`src/rtl/amstrad_mem_sched_if.sv`:
```
// rtl/amstrad_mem_sched_if.sv - memory-port bus between the slot scheduler and the SDRAM controller
interface amstrad_mem_sched_if #(
  parameter int AW = 23
);
  logic [AW-1:0] mem_addr;
  logic          mem_rd;
  logic          mem_wr;
  logic [1:0]    mem_be;
  logic [15:0]   mem_wdata;
  logic [15:0]   mem_rdata;
  logic          mem_ack;

  modport master (
    output mem_addr, mem_rd, mem_wr, mem_be, mem_wdata,
    input  mem_rdata, mem_ack
  );

  modport slave (
    input  mem_addr, mem_rd, mem_wr, mem_be, mem_wdata,
    output mem_rdata, mem_ack
  );
endinterface

```
`src/rtl/amstrad_mem_sched.sv`:
```
// rtl/amstrad_mem_sched.sv - time-slot scheduler sharing one memory port between video, Z80 and loader
// Owns the CPC bus phase counter and Z80 wait generation; one access outstanding at a time.
module amstrad_mem_sched #(
  parameter int AW          = 23,
  parameter int VID_AW      = 15,
  parameter int LOADER_PRIO = 0
) (
  input  logic                clk,
  input  logic                reset_n,
  input  logic                ce_4p,
  output logic [1:0]          phase,
  input  logic                cpu_req,
  input  logic                cpu_we,
  input  logic [AW-1:0]       cpu_addr,
  input  logic [7:0]          cpu_wdata,
  output logic [7:0]          cpu_rdata,
  output logic                cpu_wait_n,
  input  logic [VID_AW-1:0]   vid_addr,
  output logic [15:0]         vid_data,
  output logic                vid_valid,
  output logic                vid_late,
  input  logic                ld_wr,
  input  logic [AW-1:0]       ld_addr,
  input  logic [7:0]          ld_data,
  output logic                ld_busy,
  amstrad_mem_sched_if.master mem
);

  typedef enum logic [1:0] {
    ST_IDLE = 2'd0,
    ST_VID  = 2'd1,
    ST_CPU  = 2'd2,
    ST_LD   = 2'd3
  } state_e;

  localparam bit LD_FIRST = (LOADER_PRIO != 0);

  state_e        state_q, state_d;
  logic [1:0]    phase_q, phase_d;
  logic          vid_pend_q, vid_pend_d;
  logic          vid_late_q, vid_late_d;
  logic [15:0]   vid_data_q, vid_data_d;
  logic          vid_valid_q, vid_valid_d;
  logic [7:0]    cpu_rdata_q, cpu_rdata_d;
  logic          cpu_done_q, cpu_done_d;
  logic          ld_busy_q, ld_busy_d;
  logic [AW-1:0] ld_addr_q, ld_addr_d;
  logic [7:0]    ld_data_q, ld_data_d;
  logic [AW-1:0] mem_addr_q, mem_addr_d;
  logic          mem_rd_q, mem_rd_d;
  logic          mem_wr_q, mem_wr_d;
  logic [1:0]    mem_be_q, mem_be_d;
  logic [15:0]   mem_wdata_q, mem_wdata_d;

  logic          ack;
  logic          ld_ack;
  logic          vid_edge;
  logic          vid_req;
  logic          cpu_elig;
  logic          cpu_pick;
  logic [AW-1:0] vid_byte_addr;

  // Acks outside an access (e.g. left over from before a reset) are ignored.
  assign ack           = mem.mem_ack & (state_q != ST_IDLE);
  assign ld_ack        = ack & (state_q == ST_LD);
  assign vid_edge      = ce_4p & (phase_q == 2'd3);
  assign vid_req       = vid_pend_q | vid_edge;
  assign cpu_elig      = cpu_req & ~cpu_done_q;
  assign cpu_pick      = cpu_elig & ~(LD_FIRST & ld_busy_q);
  assign vid_byte_addr = AW'({vid_addr, 1'b0});

  function automatic logic [1:0] lane_be(input logic a0);
    return a0 ? 2'b10 : 2'b01;
  endfunction

  always_comb begin
    state_d     = state_q;
    phase_d     = phase_q;
    vid_pend_d  = vid_pend_q;
    vid_late_d  = vid_late_q;
    vid_data_d  = vid_data_q;
    vid_valid_d = 1'b0;
    cpu_rdata_d = cpu_rdata_q;
    cpu_done_d  = cpu_done_q & cpu_req;
    ld_busy_d   = ld_busy_q;
    ld_addr_d   = ld_addr_q;
    ld_data_d   = ld_data_q;
    mem_addr_d  = mem_addr_q;
    mem_rd_d    = mem_rd_q;
    mem_wr_d    = mem_wr_q;
    mem_be_d    = mem_be_q;
    mem_wdata_d = mem_wdata_q;

    if (ce_4p) begin
      phase_d = phase_q + 2'd1;
    end
    if (vid_edge) begin
      vid_pend_d = 1'b1;
    end
    if (vid_req && (state_q != ST_IDLE)) begin
      vid_late_d = 1'b1;
    end

    case (state_q)
      ST_IDLE: begin
        if (vid_req) begin
          state_d    = ST_VID;
          vid_pend_d = 1'b0;
          mem_addr_d = vid_byte_addr;
          mem_rd_d   = 1'b1;
          mem_wr_d   = 1'b0;
          mem_be_d   = 2'b11;
        end else if (cpu_pick) begin
          state_d     = ST_CPU;
          mem_addr_d  = cpu_addr;
          mem_rd_d    = ~cpu_we;
          mem_wr_d    = cpu_we;
          mem_be_d    = lane_be(cpu_addr[0]);
          mem_wdata_d = {cpu_wdata, cpu_wdata};
        end else if (ld_busy_q) begin
          state_d     = ST_LD;
          mem_addr_d  = ld_addr_q;
          mem_rd_d    = 1'b0;
          mem_wr_d    = 1'b1;
          mem_be_d    = lane_be(ld_addr_q[0]);
          mem_wdata_d = {ld_data_q, ld_data_q};
        end
      end
      default: begin
        if (ack) begin
          state_d  = ST_IDLE;
          mem_rd_d = 1'b0;
          mem_wr_d = 1'b0;
          if (state_q == ST_VID) begin
            vid_data_d  = mem.mem_rdata;
            vid_valid_d = 1'b1;
          end else if (state_q == ST_CPU) begin
            cpu_done_d = 1'b1;
            if (!mem_wr_q) begin
              cpu_rdata_d = mem_be_q[1] ? mem.mem_rdata[15:8] : mem.mem_rdata[7:0];
            end
          end else begin
            ld_busy_d = 1'b0;
          end
        end
      end
    endcase

    // The buffer frees on its own ack, so a strobe in that cycle is still taken.
    if (ld_wr && (!ld_busy_q || ld_ack)) begin
      ld_busy_d = 1'b1;
      ld_addr_d = ld_addr;
      ld_data_d = ld_data;
    end
  end

  always_ff @(posedge clk or negedge reset_n) begin
    if (!reset_n) begin
      state_q     <= ST_IDLE;
      phase_q     <= 2'd0;
      vid_pend_q  <= 1'b0;
      vid_late_q  <= 1'b0;
      vid_data_q  <= 16'd0;
      vid_valid_q <= 1'b0;
      cpu_rdata_q <= 8'd0;
      cpu_done_q  <= 1'b0;
      ld_busy_q   <= 1'b0;
      ld_addr_q   <= '0;
      ld_data_q   <= 8'd0;
      mem_addr_q  <= '0;
      mem_rd_q    <= 1'b0;
      mem_wr_q    <= 1'b0;
      mem_be_q    <= 2'b00;
      mem_wdata_q <= 16'd0;
    end else begin
      state_q     <= state_d;
      phase_q     <= phase_d;
      vid_pend_q  <= vid_pend_d;
      vid_late_q  <= vid_late_d;
      vid_data_q  <= vid_data_d;
      vid_valid_q <= vid_valid_d;
      cpu_rdata_q <= cpu_rdata_d;
      cpu_done_q  <= cpu_done_d;
      ld_busy_q   <= ld_busy_d;
      ld_addr_q   <= ld_addr_d;
      ld_data_q   <= ld_data_d;
      mem_addr_q  <= mem_addr_d;
      mem_rd_q    <= mem_rd_d;
      mem_wr_q    <= mem_wr_d;
      mem_be_q    <= mem_be_d;
      mem_wdata_q <= mem_wdata_d;
    end
  end

  assign phase         = phase_q;
  assign cpu_rdata     = cpu_rdata_q;
  assign cpu_wait_n    = ~(cpu_req & ~cpu_done_q & reset_n);
  assign vid_data      = vid_data_q;
  assign vid_valid     = vid_valid_q;
  assign vid_late      = vid_late_q;
  assign ld_busy       = ld_busy_q;
  assign mem.mem_addr  = mem_addr_q;
  assign mem.mem_rd    = mem_rd_q;
  assign mem.mem_wr    = mem_wr_q;
  assign mem.mem_be    = mem_be_q;
  assign mem.mem_wdata = mem_wdata_q;

endmodule
```
`src/flat_wrapper.sv`:
```
// flat-port wrapper written by rule: the top's interface ports become plain ports
module amstrad_mem_sched_flat 
#(
  parameter int AW          = 23,
  parameter int VID_AW      = 15,
  parameter int LOADER_PRIO = 0
)
  (clk, reset_n, ce_4p, phase, cpu_req, cpu_we, cpu_addr, cpu_wdata, cpu_rdata, cpu_wait_n, vid_addr, vid_data, vid_valid, vid_late, ld_wr, ld_addr, ld_data, ld_busy, mem_mem_addr, mem_mem_rd, mem_mem_wr, mem_mem_be, mem_mem_wdata, mem_mem_rdata, mem_mem_ack);
  amstrad_mem_sched_if #(.AW(AW)) mem_i ();
  input  logic clk;
  input  logic reset_n;
  input  logic ce_4p;
  output logic [1:0] phase;
  input  logic cpu_req;
  input  logic cpu_we;
  input  logic [AW-1:0] cpu_addr;
  input  logic [7:0] cpu_wdata;
  output logic [7:0] cpu_rdata;
  output logic cpu_wait_n;
  input  logic [VID_AW-1:0] vid_addr;
  output logic [15:0] vid_data;
  output logic vid_valid;
  output logic vid_late;
  input  logic ld_wr;
  input  logic [AW-1:0] ld_addr;
  input  logic [7:0] ld_data;
  output logic ld_busy;
  output wire logic [$bits(mem_i.mem_addr)-1:0] mem_mem_addr;
  output wire logic [$bits(mem_i.mem_rd)-1:0] mem_mem_rd;
  output wire logic [$bits(mem_i.mem_wr)-1:0] mem_mem_wr;
  output wire logic [$bits(mem_i.mem_be)-1:0] mem_mem_be;
  output wire logic [$bits(mem_i.mem_wdata)-1:0] mem_mem_wdata;
  input wire logic [$bits(mem_i.mem_rdata)-1:0] mem_mem_rdata;
  input wire logic [$bits(mem_i.mem_ack)-1:0] mem_mem_ack;
  assign mem_mem_addr = mem_i.mem_addr;
  assign mem_mem_rd = mem_i.mem_rd;
  assign mem_mem_wr = mem_i.mem_wr;
  assign mem_mem_be = mem_i.mem_be;
  assign mem_mem_wdata = mem_i.mem_wdata;
  assign mem_i.mem_rdata = mem_mem_rdata;
  assign mem_i.mem_ack = mem_mem_ack;
  amstrad_mem_sched #(.AW(AW), .VID_AW(VID_AW), .LOADER_PRIO(LOADER_PRIO)) u_core (.clk(clk), .reset_n(reset_n), .ce_4p(ce_4p), .phase(phase), .cpu_req(cpu_req), .cpu_we(cpu_we), .cpu_addr(cpu_addr), .cpu_wdata(cpu_wdata), .cpu_rdata(cpu_rdata), .cpu_wait_n(cpu_wait_n), .vid_addr(vid_addr), .vid_data(vid_data), .vid_valid(vid_valid), .vid_late(vid_late), .ld_wr(ld_wr), .ld_addr(ld_addr), .ld_data(ld_data), .ld_busy(ld_busy), .mem(mem_i));
endmodule
```
`config.mk`:
```
export PLATFORM = sky130hd
export DESIGN_NAME = amstrad_mem_sched_flat
export DESIGN_NICKNAME = d
export VERILOG_FILES = /design/src/rtl/amstrad_mem_sched_if.sv /design/src/rtl/amstrad_mem_sched.sv /design/src/flat_wrapper.sv
export SDC_FILE = /design/constraint.sdc
export NUM_CORES = 1
export LEC_CHECK = 0
export ABC_AREA = 1
export ABC_CLOCK_PERIOD_IN_PS = 1600
export BUFFER_PORTS_ARGS = -buffer_cell sky130_fd_sc_hd__buf_2
export CELL_PAD_IN_SITES_DETAIL_PLACEMENT = 1
export CELL_PAD_IN_SITES_GLOBAL_PLACEMENT = 1
export CORE_MARGIN = 10
export CORE_UTILIZATION = 25
export CTS_CLUSTER_DIAMETER = 60
export CTS_CLUSTER_SIZE = 30
export DETAILED_ROUTE_END_ITERATION = 10
export PLACE_DENSITY = 0.67
export SETUP_SLACK_MARGIN = 0.3
export SLEW_MARGIN = 20
export SYNTH_ARGS = -nofsm -noshare
export SYNTH_HDL_FRONTEND = slang
export SYNTH_SLANG_ARGS = --single-unit
```
`constraint.sdc`:
```
create_clock -name clk -period 1.6 [get_ports clk]
set_input_delay 0.16 -clock clk [delete_from_list [all_inputs] [get_ports clk]]
set_output_delay 0.16 -clock clk [all_outputs]
set_load 0.05 [all_outputs]
```
# Yosys cells after proc, flatten, opt, wreduce, memory -nomap -nowiden

Cells that the tools add are included.

ROM bits: 0
Register bits after elaboration: 107
Memories kept: 0
RAM bits: 0
Bits in latches: 0
Output and inout bits: 73
Bits of input ports: 100
Logic and storage cells: 95

Multipliers: 0
Bitwise gates (word level): 14
Divide/modulo/power cells: 0
Reductions and logical operators: 16
Eq/ne operators: 8
Mux-type cells: 40
Shifts and indexed selects: 0
Magnitude comparators: 0
Add/sub/neg operators: 1

Operators with widths:

| operator                                                               | count |
|---|---|
| 23-bit 2-to-1 mux                                                      | 3 |
| 16-bit 2-to-1 mux                                                      | 2 |
| 1-bit 2-to-1 mux                                                       | 24 |
| 2-bit 2-to-1 mux                                                       | 10 |
| 8-bit 2-to-1 mux                                                       | 1 |
| 2-bit nonzero test                                                     | 4 |
| 1-bit inverter                                                         | 7 |
| 1-bit AND                                                              | 6 |
| 2-bit equality test (second input constant)                            | 3 |
| 3-bit AND reduction                                                    | 2 |
| 5-bit AND reduction                                                    | 1 |
| 2-bit != test (second input constant)                                  | 2 |
| 4-bit by 1-bit != test with 1-bit output (second input constant)       | 1 |
| 2-bit AND reduction                                                    | 2 |
| 4-bit AND reduction                                                    | 1 |
| 3-bit nonzero test                                                     | 1 |
| 2-bit by 1-bit adder with 2-bit output (second input constant)         | 1 |
| 2-bit by 1-bit equality test with 1-bit output (second input constant) | 1 |
| 1-bit logical AND                                                      | 2 |
| 2-bit logical NOT                                                      | 1 |
| 2-bit by 1-bit != test with 1-bit output (second input constant)       | 1 |
| 1-bit logical NOT                                                      | 1 |
| 1-bit logical OR                                                       | 1 |
| 1-bit bitwise OR                                                       | 1 |

# Depth between registers and ports, before layout

Depth after elaboration: 7
Gate-level depth with buffers: 9
Mapped depth without buffers: 8

# Worst setup path after synthesis

No wires, ideal clock.

Path kind: register to register
Start point: register u_core.phase_q[0], in the netlist u_core.phase[0]
End point: register u_core.mem_rd_q, in the netlist u_core.mem.mem_rd
Clock period less this slack: 1.679 ns
Stages on the path, launching flop included: 8
Library setup time: 0.120 ns
Data arrival time: 1.559 ns
Data required time: 1.480 ns
Buffers on the path: 2
Setup slack: -0.079 ns
Cell sequence: dfrtp_1 > ha_1 > nand2_1 > nand2_1 > buf_4 > buf_2 > o21ai_0 > nand2_1

Longest elaborated chain between the ends: 5
Elaborated cells between the ends (all ways): 7
Those cells by class: 2 x eq/ne; 2 x mux; 2 x bitwise; 1 x reduce/logical

RTL lines:

| item                                                                                          | line                     | text |
|---|---|---|
| start: declaration                                                                            | amstrad_mem_sched.sv:39  | `logic [1:0] phase_q, phase_d;` |
| start signal: assignment                                                                      | amstrad_mem_sched.sv:177 | `phase_q <= phase_d;` |
| 2-bit equality test *                                                                         | amstrad_mem_sched.sv:66  | `assign vid_edge = ce_4p & (phase_q == 2'd3);` |
| 1-bit AND *                                                                                   | amstrad_mem_sched.sv:66  |  |
| 1-bit bitwise OR *                                                                            | amstrad_mem_sched.sv:67  | `assign vid_req = vid_pend_q \| vid_edge;` |
| 4-bit by 1-bit != test with 1-bit output (no source line) or 1-bit 2-to-1 mux (tied branches) | --                       |  |
| 2-bit AND reduction (no source line) or 1-bit 2-to-1 mux (tied branches)                      | --                       |  |
| end signal: assignment                                                                        | amstrad_mem_sched.sv:188 | `mem_rd_q <= mem_rd_d;` |
| end: declaration                                                                              | amstrad_mem_sched.sv:50  | `logic mem_rd_q, mem_rd_d;` |

Mark *: on every way between the ends. The rest lies on a longest branch, timed or not.
A chain may end at the register's enable or synchronous reset.

# Worst setup path in the final report

Start point: register u_core.phase_q[1], in the netlist u_core.phase[1]
End point: register u_core.mem_addr_q[14], in the netlist u_core.mem.mem_addr[14]

Longest elaborated chain between the ends: 5
Elaborated cells between the ends (all ways): 6
Those cells by class: 1 x eq/ne; 1 x mux; 2 x bitwise; 2 x reduce/logical

RTL lines:

| item                                 | line                     | text |
|---|---|---|
| 2-bit equality test *                | amstrad_mem_sched.sv:66  |  |
| 1-bit AND *                          | amstrad_mem_sched.sv:66  |  |
| 1-bit bitwise OR *                   | amstrad_mem_sched.sv:67  |  |
| 3-bit nonzero test (no source line)  | --                       |  |
| 2-bit AND reduction (no source line) | --                       |  |
| end signal: assignment               | amstrad_mem_sched.sv:187 | `mem_addr_q <= mem_addr_d;` |
| end: declaration                     | amstrad_mem_sched.sv:49  | `logic [AW-1:0] mem_addr_q, mem_addr_d;` |

Marks and branches as above.

==> impl_metrics.env <==
export IMPL_post_synth_edffs=0
export IMPL_cts_root_buf="sky130_fd_sc_hd__clkbuf_16"
export IMPL_crit_path_cells="ha_4 -> nand2_4 -> nand2_8 -> o21ai_4 -> buf_12 -> nand2_1 -> nand2_1"
export IMPL_final_max_slew_viol_count=0
export IMPL_cts_tree="done"
export IMPL_tns_ps=0
export IMPL_synth_net_count=700
export IMPL_drt_pass1_iter_count=4
export IMPL_initial_antenna_violation_count=0
export IMPL_core_region_area_um2=18200
export IMPL_worst_clock_skew_on_the_final_layout_ps=5.05
export IMPL_total_power_w=0.0153
export IMPL_chipHeight_um=157
export IMPL_ys_top_cells_by_count="281 x sky130_fd_sc_hd__nand2_1, 99 x sky130_fd_sc_hd__dfrtp_1, 49 x sky130_fd_sc_hd__nand3_1, 41 x sky130_fd_sc_hd__inv_1, 23 x sky130_fd_sc_hd__o21ai_0"
export IMPL_post_route_cells_drive_above_1_share_pct=32.4
export IMPL_worst_endpoint_arrival_ps=1650
export IMPL_setup_violations_final=0
export IMPL_place_hpwl_um=12900
export IMPL_critical_path_class="reg -> reg"
export IMPL_design_portCount=173
export IMPL_routed_wl_um=16900
export IMPL_drc=0
export IMPL_clk_pin_slew_ps=70
export IMPL_yosysSeqAreaShare_pct=53.0
export IMPL_timing_slew_headroom_pct=65.4
export IMPL_worst_endpoint_required_ps=1880
export IMPL_max_clock_freq_ghz=0.731
export IMPL_syn2layout_area_growth_pct=36.3
export IMPL_worst_slew_pin_transition_ps=519
export IMPL_synthDominantCellAreaShare_pct=53.0
export IMPL_postSynth_topFlopCell="sky130_fd_sc_hd__dfrtp_1"
export IMPL_grt_ovfl_total=0
export IMPL_grt_pass1_wl_um=26200
export IMPL_result_of_the_run="completed"
export IMPL_post_synth_main_area_contributors="sky130_fd_sc_hd__dfrtp_1 53%, sky130_fd_sc_hd__nand2_1 23%, sky130_fd_sc_hd__nand3_1 5.2%, sky130_fd_sc_hd__inv_1 3.3%, sky130_fd_sc_hd__o21ai_0 2.5%"
export IMPL_yosys_warnings=0
export IMPL_placementRows=49
export IMPL_post_synth_top_area_cell="sky130_fd_sc_hd__dfrtp_1"
export IMPL_synthMostInstantiatedCell="sky130_fd_sc_hd__nand2_1"
export IMPL_tritoncts_num_buffers=9
export IMPL_vias=4398
export IMPL_die_width_um=157
export IMPL_grt_start_max_net_pins=90
export IMPL_mappedNetlistArea_um2=4680
export IMPL_total_number_of_nets_in_the_final_design=880
export IMPL_finish_cell_count_without_fillers=1013
export IMPL_wire_length_per_cell_um=16.7
export IMPL_min_period_ps=1370
export IMPL_critical_path_slowest_cell="sky130_fd_sc_hd__dfrtp_2"
export IMPL_yosys_cell_types_count=27
export IMPL_clock_latency_reported_for_the_late_side_of_the_worst_skew_pair_ps=350
export IMPL_worst_ir_drop_vdd_v=0.000754
export IMPL_number_of_nets_with_antenna_violations_after_routing=0
export IMPL_vias_per_cell=4.34
export IMPL_dieArea_um2=24600
export IMPL_power_density_cell_area_nw_per_um2=2400
export IMPL_post_place_cells=983
export IMPL_cts_buffer_depth=2
export IMPL_first_iter_violations=166
export IMPL_post_route_period_util_pct=85.5
export IMPL_cp_slowest_stage_delay_ps=430
export IMPL_initial_utilization_pct=25.7
export IMPL_timing_max_cap_violations=0
export IMPL_p_leak_nw=3.58
export IMPL_io_buffers=172
export IMPL_timing_critical_path_to_type="flop"
export IMPL_layout_filler_cells=2250
export IMPL_grt_pass1_vias=4750
export IMPL_final_hold_viol_count=0
export IMPL_cts_htree_levels=3
export IMPL_count_of_clock_tree_sinks=99
export IMPL_postSynth_asyncResetShare_pct=100
export IMPL_gpl_final_weighted_congestion=0.844
export IMPL_critical_path_peak_fanout=12
export IMPL_finish_utilization_pct=35.0
export IMPL_critical_path_top_cell_by_count="sky130_fd_sc_hd__nand2_1"
export IMPL_grt_setup_unrepaired="yes"
export IMPL_post_synth_inst_count=599
export IMPL_global_route_usage_total_pct=13.6
export IMPL_synth_area_per_cell_um2=7.81
export IMPL_ys_ff_latch=99
export IMPL_crit_path_start_kind="flop"
export IMPL_type_of_the_most_critical_hold_path="in -> reg"
export IMPL_antenna_diode_count=0
-- worst max-delay path, delay by kind of cell (launching register included) --
family / cells / cell delay (ps)
DFF: 1 / 430
AOI/OAI and AO/OA: 1 / 220
buffers and inverters: 1 / 170
adders and majority gates: 1 / 170
and+or+nand+nor: 4 / 310
-- metal layers --
metal / track usage [%] / routed length, um / part of all wire, %
met1: 16.9 / 7530 / 45
met2: 22.5 / 8070 / 48
met3: 3.56 / 1040 / 6.2
met4: 4.31 / 235 / 1.4
met5: 0 / 0 / 0
-- flip-flops by register name, summed over array words and instances, names as in the netlist --
register              flops
u_core.vid_data          16
u_core.state_q            2
u_core.ld_busy            1
u_core.vid_late           1
u_core.mem.mem_wdata      8
u_core.cpu_rdata          8
u_core.vid_valid          1
u_core.phase              2
u_core.mem.mem_rd         1
u_core.ld_data_q          8
u_core.ld_addr_q         23
u_core.mem.mem_be         2
u_core.cpu_done_q         1
u_core.mem.mem_wr         1
u_core.vid_pend_q         1
u_core.mem.mem_addr      23
-- cell usage in the layout (no fill, tap or decap), types with 2 or more instances in the layout --
cell	count
sky130_fd_sc_hd__buf_4	22
sky130_fd_sc_hd__nor2_1	19
sky130_fd_sc_hd__o21ai_1	19
sky130_fd_sc_hd__clkbuf_16	9
sky130_fd_sc_hd__nand2_2	4
sky130_fd_sc_hd__inv_1	40
sky130_fd_sc_hd__dlygate4sd3_1	2
sky130_fd_sc_hd__nand3_1	48
sky130_fd_sc_hd__buf_12	7
sky130_fd_sc_hd__inv_2	2
sky130_fd_sc_hd__a21oi_1	15
sky130_fd_sc_hd__o22ai_1	2
sky130_fd_sc_hd__buf_6	5
sky130_fd_sc_hd__o21ai_0	12
sky130_fd_sc_hd__nand2_4	4
sky130_fd_sc_hd__or2_2	4
sky130_fd_sc_hd__nand3_4	2
sky130_fd_sc_hd__dfrtp_1	93
sky130_fd_sc_hd__clkinvlp_4	5
sky130_fd_sc_hd__nand2_1	277
sky130_fd_sc_hd__dfrtp_2	6
sky130_fd_sc_hd__nor2_4	4
sky130_fd_sc_hd__buf_2	167
-- final timing paths --
| path | start | to | slack, ps | cells past startpoint |
|---|---|---|---|---|
| max reg2reg | u_core.phase[1] | u_core.mem.mem_addr[14] | 230 | 7 |
| max in group asynchronous | reset_n | u_core.mem.mem_wr | 660 | 3 |
| min | mem_mem_rdata[2] | u_core.vid_data[2] | 30 | 3 |
| min reg2reg | u_core.mem.mem_addr[1] | u_core.mem.mem_addr[1] | 470 | 2 |
| max | u_core.phase[1] | u_core.mem.mem_addr[14] | 230 | 7 |
| min in group asynchronous | reset_n | u_core.ld_addr_q[19] | 350 | 2 |
-- area by class of cell --
cell class | instances | area, um2 | area share (%)
Timing Repair inverter | 1 | 7.51 | 0.118
Tap cell | 229 | 287 | 4.49
Clock buffer | 10 | 229 | 3.59
Multi-Input combinational cell | 420 | 1890 | 29.7
Clock inverter | 6 | 66.3 | 1.04
Timing Repair Buffer | 204 | 1230 | 19.3
Sequential cell | 99 | 2480 | 39.0
Inverter | 44 | 176 | 2.77
-- what timing repair did --
item / in CTS / in global routing
cloned: 1 / 0
endpoints found under the hold margin: 10 / 0
pin swaps: 0 / 2
hold buffers: 2 / 0
gates resized for setup: 15 / 13
endpoints found under the setup margin: 49 / 65
setup buffers: 10 / 1
-- cells by family (layout without fill, tap and decap cells) --
logic type      count (synthesis)  in the layout  synth area share (%)
simple gates                  368            368                  32.5
flops                          99             99                  53.0
buf+inv                        80            265                  8.48
compound gates                 49             49                  5.38
fa+ha+maj                       1              1                 0.267
xor+xnor                        1              1                 0.187
mux                             1              1                 0.241
-- stage by stage --
stage / cell area [um2] / hold WS, ps / worst slack (ps)
after detailed placement: 5880 / 25.0 / 189
after CTS: 6330 / 14.7 / 214
final: 6370 / 28.0 / 233
after global placement: 5880 / 26.5 / 244
after global routing: 6370 / 36.1 / 156
after floorplan: 4750 / -136 / 177
-- where the power goes --
part | total [W] | switching (W) | internal (W)
combinational | 0.00876 | 0.00619 | 0.00257
clock | 0.00219 | 0.000978 | 0.00121
sequential | 0.00436 | 0.000681 | 0.00368
(Power assumes the default switching activity.)
